### config.mk
export PLATFORM = sky130hd
export DESIGN_NAME = sr_drive_ctrl_flat
export DESIGN_NICKNAME = d
export VERILOG_FILES = /design/src/rtl/sr_drive_ctrl_if.sv /design/src/rtl/sr_drive_ctrl.sv /design/src/flat_wrapper.sv
export SDC_FILE = /design/constraint.sdc
export NUM_CORES = 1
export LEC_CHECK = 0
export ABC_CLOCK_PERIOD_IN_PS = 1950
export CAP_MARGIN = 20
export CORE_UTILIZATION = 35
export DETAILED_ROUTE_END_ITERATION = 12
export PLACE_DENSITY = 0.67
export REMOVE_ABC_BUFFERS = 1
export SYNTH_ARGS = -nofsm -noshare
export SYNTH_HDL_FRONTEND = slang
export SYNTH_SLANG_ARGS = --single-unit
### constraint.sdc
create_clock -name clk_i -period 1.95 [get_ports clk_i]
set_input_delay 0.2925 -clock clk_i [delete_from_list [all_inputs] [get_ports clk_i]]
set_output_delay 0.2925 -clock clk_i [all_outputs]
set_load 0.1 [all_outputs]
### src/rtl/sr_drive_ctrl_if.sv
// Request/feedback/status bundle between a requester, the SR flip-flop and sr_drive_ctrl.
// Combinational bundle; no latency, no backpressure (level requests, pulse status).
interface sr_drive_ctrl_if;
    logic set_req;
    logic clr_req;
    logic q_fb;
    logic s;
    logic r;
    logic busy;
    logic done;
    logic err;
    logic target;

    modport master (
        output set_req,
        output clr_req,
        output q_fb,
        input  s,
        input  r,
        input  busy,
        input  done,
        input  err,
        input  target
    );

    modport slave (
        input  set_req,
        input  clr_req,
        input  q_fb,
        output s,
        output r,
        output busy,
        output done,
        output err,
        output target
    );
endinterface

### src/rtl/sr_drive_ctrl.sv
// Pulses S or R of a downstream SR flip-flop for HOLD_CYC cycles, then waits up to TIMEOUT cycles for Q_FB.
// All outputs registered (1-cycle); requests ignored while busy, so a held request acts as retry.
module sr_drive_ctrl #(
    parameter int unsigned HOLD_CYC = 2,
    parameter int unsigned TIMEOUT  = 8
) (
    input  logic           clk_i,
    input  logic           rst_i,
    sr_drive_ctrl_if.slave bus
);

    typedef enum logic [1:0] {
        IDLE   = 2'd0,
        DRIVE  = 2'd1,
        SETTLE = 2'd2
    } state_t;

    localparam logic [3:0] HOLD_LD = 4'(HOLD_CYC);
    localparam logic [3:0] TMO_LD  = 4'(TIMEOUT);

    state_t     state_q, state_d;
    logic [3:0] cnt_q, cnt_d;
    logic       s_q, s_d;
    logic       r_q, r_d;
    logic       busy_q, busy_d;
    logic       done_q, done_d;
    logic       err_q, err_d;
    logic       target_q, target_d;
    logic       q_meta_q;
    logic       q_sync_q;

    // Q_FB is produced by logic outside this clock domain.
    always_ff @(posedge clk_i or posedge rst_i) begin
        if (rst_i) begin
            q_meta_q <= 1'b0;
            q_sync_q <= 1'b0;
        end else begin
            q_meta_q <= bus.q_fb;
            q_sync_q <= q_meta_q;
        end
    end

    always_ff @(posedge clk_i or posedge rst_i) begin
        if (rst_i) begin
            state_q  <= IDLE;
            cnt_q    <= 4'd0;
            s_q      <= 1'b0;
            r_q      <= 1'b0;
            busy_q   <= 1'b0;
            done_q   <= 1'b0;
            err_q    <= 1'b0;
            target_q <= 1'b0;
        end else begin
            state_q  <= state_d;
            cnt_q    <= cnt_d;
            s_q      <= s_d;
            r_q      <= r_d;
            busy_q   <= busy_d;
            done_q   <= done_d;
            err_q    <= err_d;
            target_q <= target_d;
        end
    end

    always_comb begin
        state_d  = state_q;
        cnt_d    = cnt_q;
        s_d      = s_q;
        r_d      = r_q;
        done_d   = 1'b0;
        err_d    = 1'b0;
        target_d = target_q;

        case (state_q)
            IDLE: begin
                s_d = 1'b0;
                r_d = 1'b0;
                if (bus.set_req && bus.clr_req) begin
                    err_d = 1'b1;
                end else if (bus.set_req) begin
                    state_d  = DRIVE;
                    target_d = 1'b1;
                    s_d      = 1'b1;
                    cnt_d    = HOLD_LD;
                end else if (bus.clr_req) begin
                    state_d  = DRIVE;
                    target_d = 1'b0;
                    r_d      = 1'b1;
                    cnt_d    = HOLD_LD;
                end
            end

            DRIVE: begin
                // cnt_q counts the cycles the command has left, including the current one.
                if (cnt_q <= 4'd1) begin
                    state_d = SETTLE;
                    s_d     = 1'b0;
                    r_d     = 1'b0;
                    cnt_d   = TMO_LD;
                end else begin
                    cnt_d = cnt_q - 4'd1;
                end
            end

            SETTLE: begin
                s_d = 1'b0;
                r_d = 1'b0;
                if (q_sync_q == target_q) begin
                    state_d = IDLE;
                    done_d  = 1'b1;
                    cnt_d   = 4'd0;
                end else if (cnt_q <= 4'd1) begin
                    state_d = IDLE;
                    err_d   = 1'b1;
                    cnt_d   = 4'd0;
                end else begin
                    cnt_d = cnt_q - 4'd1;
                end
            end

            default: begin
                state_d = IDLE;
                s_d     = 1'b0;
                r_d     = 1'b0;
                cnt_d   = 4'd0;
            end
        endcase

        busy_d = (state_d != IDLE);
    end

    assign bus.s      = s_q;
    assign bus.r      = r_q;
    assign bus.busy   = busy_q;
    assign bus.done   = done_q;
    assign bus.err    = err_q;
    assign bus.target = target_q;

endmodule

### src/flat_wrapper.sv
// flat-port wrapper written by rule: the top's interface ports become plain ports
module sr_drive_ctrl_flat 
#(
    parameter int unsigned HOLD_CYC = 2,
    parameter int unsigned TIMEOUT  = 8
)
  (clk_i, rst_i, bus_set_req, bus_clr_req, bus_q_fb, bus_s, bus_r, bus_busy, bus_done, bus_err, bus_target);
  sr_drive_ctrl_if bus_i ();
  input  logic clk_i;
  input  logic rst_i;
  input wire logic [$bits(bus_i.set_req)-1:0] bus_set_req;
  input wire logic [$bits(bus_i.clr_req)-1:0] bus_clr_req;
  input wire logic [$bits(bus_i.q_fb)-1:0] bus_q_fb;
  output wire logic [$bits(bus_i.s)-1:0] bus_s;
  output wire logic [$bits(bus_i.r)-1:0] bus_r;
  output wire logic [$bits(bus_i.busy)-1:0] bus_busy;
  output wire logic [$bits(bus_i.done)-1:0] bus_done;
  output wire logic [$bits(bus_i.err)-1:0] bus_err;
  output wire logic [$bits(bus_i.target)-1:0] bus_target;
  assign bus_i.set_req = bus_set_req;
  assign bus_i.clr_req = bus_clr_req;
  assign bus_i.q_fb = bus_q_fb;
  assign bus_s = bus_i.s;
  assign bus_r = bus_i.r;
  assign bus_busy = bus_i.busy;
  assign bus_done = bus_i.done;
  assign bus_err = bus_i.err;
  assign bus_target = bus_i.target;
  sr_drive_ctrl #(.HOLD_CYC(HOLD_CYC), .TIMEOUT(TIMEOUT)) u_core (.clk_i(clk_i), .rst_i(rst_i), .bus(bus_i));
endmodule
==> impl_metrics.py <==
metrics = {
    "global_routing": {
        "grt_use_total": 0.150,
        "global_route.overflow_total": 0,
        "largest_net_degree_at_the_start_of_global_routing": 15,
        "grt_pass1_vias": 560,
        "number_of_antenna_violations_at_the_first_check_in_global_routing": 0,
        "grt_pass1_wl_um": 2300,
    },
    "logic_synthesis": {
        "synth.avg_cell_area_um2": 9.32,
        "post_synth_main_area_contributors": "sky130_fd_sc_hd__dfrtp_1, sky130_fd_sc_hd__ha_1, sky130_fd_sc_hd__nand2b_1",
        "synthArstFlopShare": 1.00,
        "synth_top_area_cell": "sky130_fd_sc_hd__dfrtp_1",
        "synth_top_family_by_area": "simple AND/OR/NAND/NOR gates",
        "yosys.cell_types.count": 21,
        "synth_edf_count": 0,
        "netlist_area_um2": 727,
        "synth_xor_area_frac": 0.0241,
        "ys_dominant_reg_cell": "sky130_fd_sc_hd__dfrtp_1",
        "synth_seq_area_share": 0.482,
        "synthCells": 78,
        "yosys_warnings": 0,
        "yosysTopAreaCellShare": 0.482,
        "post_synth_and_or_nand_nor_area_fraction": 0.189,
        "synth-seq-cells": 14,
        "synth_adder_area_share": 0.103,
        "synth.area.mux_share": 0,
        "synth-compound-area-share": 0.146,
    },
    "timing": {
        "clock_skew_ns": 0.00275,
        "rsz_0062_raised_after_global_routing": "false",
        "finalWorstPathRequiredPeriod_ns": 1.58,
        "fin_hold_ws_ns": 0.351,
        "max_slew_margin": 0.651,
        "timing_worst_slew_pin_value_ns": 0.523,
        "drv_slew": 0,
        "layout_worst_path_cycle_share": 0.808,
        "report.final.setup_viol": 0,
        "final_hold_viol_count": 0,
        "setup_total_negative_slack_ns": 0,
        "fmaxAchievable_ghz": 0.635,
    },
    "drt": {
        "detailedRoute.firstIterationViolations": 10,
        "drt_pass1_iterations": 4,
        "drc_errors": 0,
        "wire_per_inst_um": 11.3,
        "antenna_left": 0,
        "vias_per_cell": 4.83,
        "vias": 565,
        "finalWirelength_um": 1320,
    },
    "floorplanning": {
        "num_io_pins": 11,
        "core_area_um2": 1960,
        "initial_core_util": 0.371,
        "floorplan.die.height_um": 47.6,
        "rows": 16,
        "design.die.area_um2": 2260,
        "floorplan.die.width_um": 47.6,
    },
    "layout": {
        "multi_input_comb_area_um2": 337,
        "filler_cell_count": 220,
        "fraction_of_layout_instances_using_a_drive_strength_above_1": 0.133,
        "flow.area_growth_from_synthesis_pct": 20.5,
        "design.final.nets": 102,
        "layout.area.seq_um2": 350,
        "antenna-diode-count": 0,
    },
    "outcome": {
        "result_of_the_run": "finished clean",
    },
    "critical_path": {
        "critical_path.max_fanout": 7,
        "critPathMaxStageDelay_ns": 0.44,
        "data_arrival_critical_path_ns": 1.73,
        "timing.critical_path.mode_cell": "sky130_fd_sc_hd__nor2_1",
        "crit_required_ns": 2.11,
        "critical_path_buf_inv_count": 1,
        "path_depth": 6,
        "worst-r2r-cell-count": 6,
        "list_of_cells_traversed_by_the_critical_path": "inv_1 -> ha_1 -> nor2_1 -> or3_1 -> a21oi_1 -> nor2_1",
        "slowest_stage": "sky130_fd_sc_hd__or3_1",
        "cp-end-kind": "register",
        "critical_path.top_delay_family": "simple AND/OR/NAND/NOR gates",
        "crit_path_start_kind": "register",
        "worstSetupPathType": "register to register",
    },
    "cts": {
        "cts.path.max_buffers": 2,
        "tritoncts": "yes",
        "skew_pair_late_insertion_delay_ns": 0.27,
        "clk_pin_slew_ns": 0.08,
        "cts_htree_levels": 1,
        "ctsRootBufferMaster": "sky130_fd_sc_hd__clkbuf_4",
        "cts.sinks": 14,
        "cts_repair_resize_count": 0,
        "cts_setup_buffers": 0,
        "cts_hold_buf": 0,
        "clock_buffer_count_from_cts": 3,
    },
    "power": {
        "power.density_cell_area_nw_per_um2": 1730,
        "worst_ir_drop_vdd_mv": 0.787,
        "power_leakage_nw": 0.408,
    },
    "place": {
        "port-buffer-count": 10,
        "gpl.final_weighted_congestion": 0.800,
        "place_hpwl_um": 1030,
    },
    "min_path": {
        "worst_hold_class": "input port to asynchronous set/reset pin",
    },
    "run": {
        "drv.max_cap_violation_count": 0,
    },
}
==> routing by layer <==
layer | vias to the layer above | GRT usage | share of wire
li1 | 285 | - | -
met1 | 267 | 0.172 | 0.44
met2 | 9 | 0.247 | 0.52
met3 | 4 | 0.0151 | 0.016
met4 | 0 | 0.133 | 0.027
met5 | - | 0 | 0
==> Yosys cell counts, drive strengths merged, types with 2 or more instances <==
cell and n:
dfrtp 14, nor3 2, nand2 3, o21ai 7, nand2b 7, a31oi 2, nor2 8, ha 6
a21oi 6, buf 2, inv 7, nand3 6
==> placed cells by master, fill, tap and decap left out, types with 2 or more instances in the layout <==
cell,instances
sky130_fd_sc_hd__a31oi_1,2
sky130_fd_sc_hd__clkdlybuf4s50_1,4
sky130_fd_sc_hd__nand3_1,6
sky130_fd_sc_hd__ha_1,6
sky130_fd_sc_hd__a21oi_1,6
sky130_fd_sc_hd__buf_4,7
sky130_fd_sc_hd__nor2_1,8
sky130_fd_sc_hd__inv_1,7
sky130_fd_sc_hd__nand2_1,3
sky130_fd_sc_hd__o21ai_0,4
sky130_fd_sc_hd__nor3_1,2
sky130_fd_sc_hd__dfrtp_1,14
sky130_fd_sc_hd__nand2b_1,7
sky130_fd_sc_hd__o21ai_1,3
sky130_fd_sc_hd__clkbuf_4,3
==> sequential cells by signal, summed over array words and instances, names as in the netlist <==
signal,count
u_core.cnt_q,4
u_core.state_q,2
u_core.bus.busy,1
u_core.bus.done,1
u_core.bus.err,1
u_core.bus.r,1
u_core.bus.s,1
u_core.bus.target,1
u_core.q_meta_q,1
u_core.q_sync_q,1
==> path summary, 6_finish.rpt <==
path | slack (ns) | start | endpoint
worst max-delay path | 0.37 | u_core.cnt_q[0] | u_core.state_q[0]
worst min-delay path | 0.35 | rst_i | u_core.bus.busy
worst max register to register | 0.37 | u_core.cnt_q[0] | u_core.state_q[0]
worst min register to register | 0.36 | u_core.q_meta_q | u_core.q_sync_q
max in group asynchronous | 1.25 | rst_i | u_core.bus.r
min in group clk_i | 0.36 | u_core.q_meta_q | u_core.q_sync_q
==> layout make-up <==
| cell class | count | share of cell area |
|---|---|---|
| sequential | 14 | 0.400 |
| multi-input combinational | 54 | 0.384 |
| timing repair buffer | 11 | 0.106 |
| clock buffer | 4 | 0.0414 |
| tap | 27 | 0.0386 |
| inverter | 7 | 0.0300 |
==> power breakdown <==
group	internal [mW]	switching, mW	total (mW)
sequential	0.388	0.104	0.492
clock	0.113	0.0892	0.203
combinational	0.253	0.565	0.818
==> through the flow <==
step,setup WS (ns),power [mW],std cells,utilization,area (um2)
5_1_grt,0.239,1.62,117,0.446,876
6_report,0.374,1.51,117,0.446,876
2_1_floorplan,0.226,1.13,75,-,713
3_5_place_dp,0.236,1.32,113,0.428,840
3_3_place_gp,0.293,1.31,113,0.428,840
4_1_cts,0.358,1.53,117,0.446,876
==> cell families after synthesis <==
logic type               count (synthesis)
buffers and inverters                   10
flip-flops                              14
AO/OA/AOI/OAI                           18
adder cells (fa/ha/maj)                  6
XOR/XNOR                                 2
AND/OR/NAND/NOR                         28
==> worst register-to-register path, delay by kind of cell (launching register included) <==
| kind | cells | cell delay [ns] |
|---|---|---|
| AO/OA/AOI/OAI | 1 | 0.18 |
| AND/OR/NAND/NOR | 3 | 0.57 |
| buffers and inverters | 1 | 0.10 |
| flip-flops | 1 | 0.42 |
| adder cells (fa/ha/maj) | 1 | 0.19 |
Power figures use the tool's default switching activity.
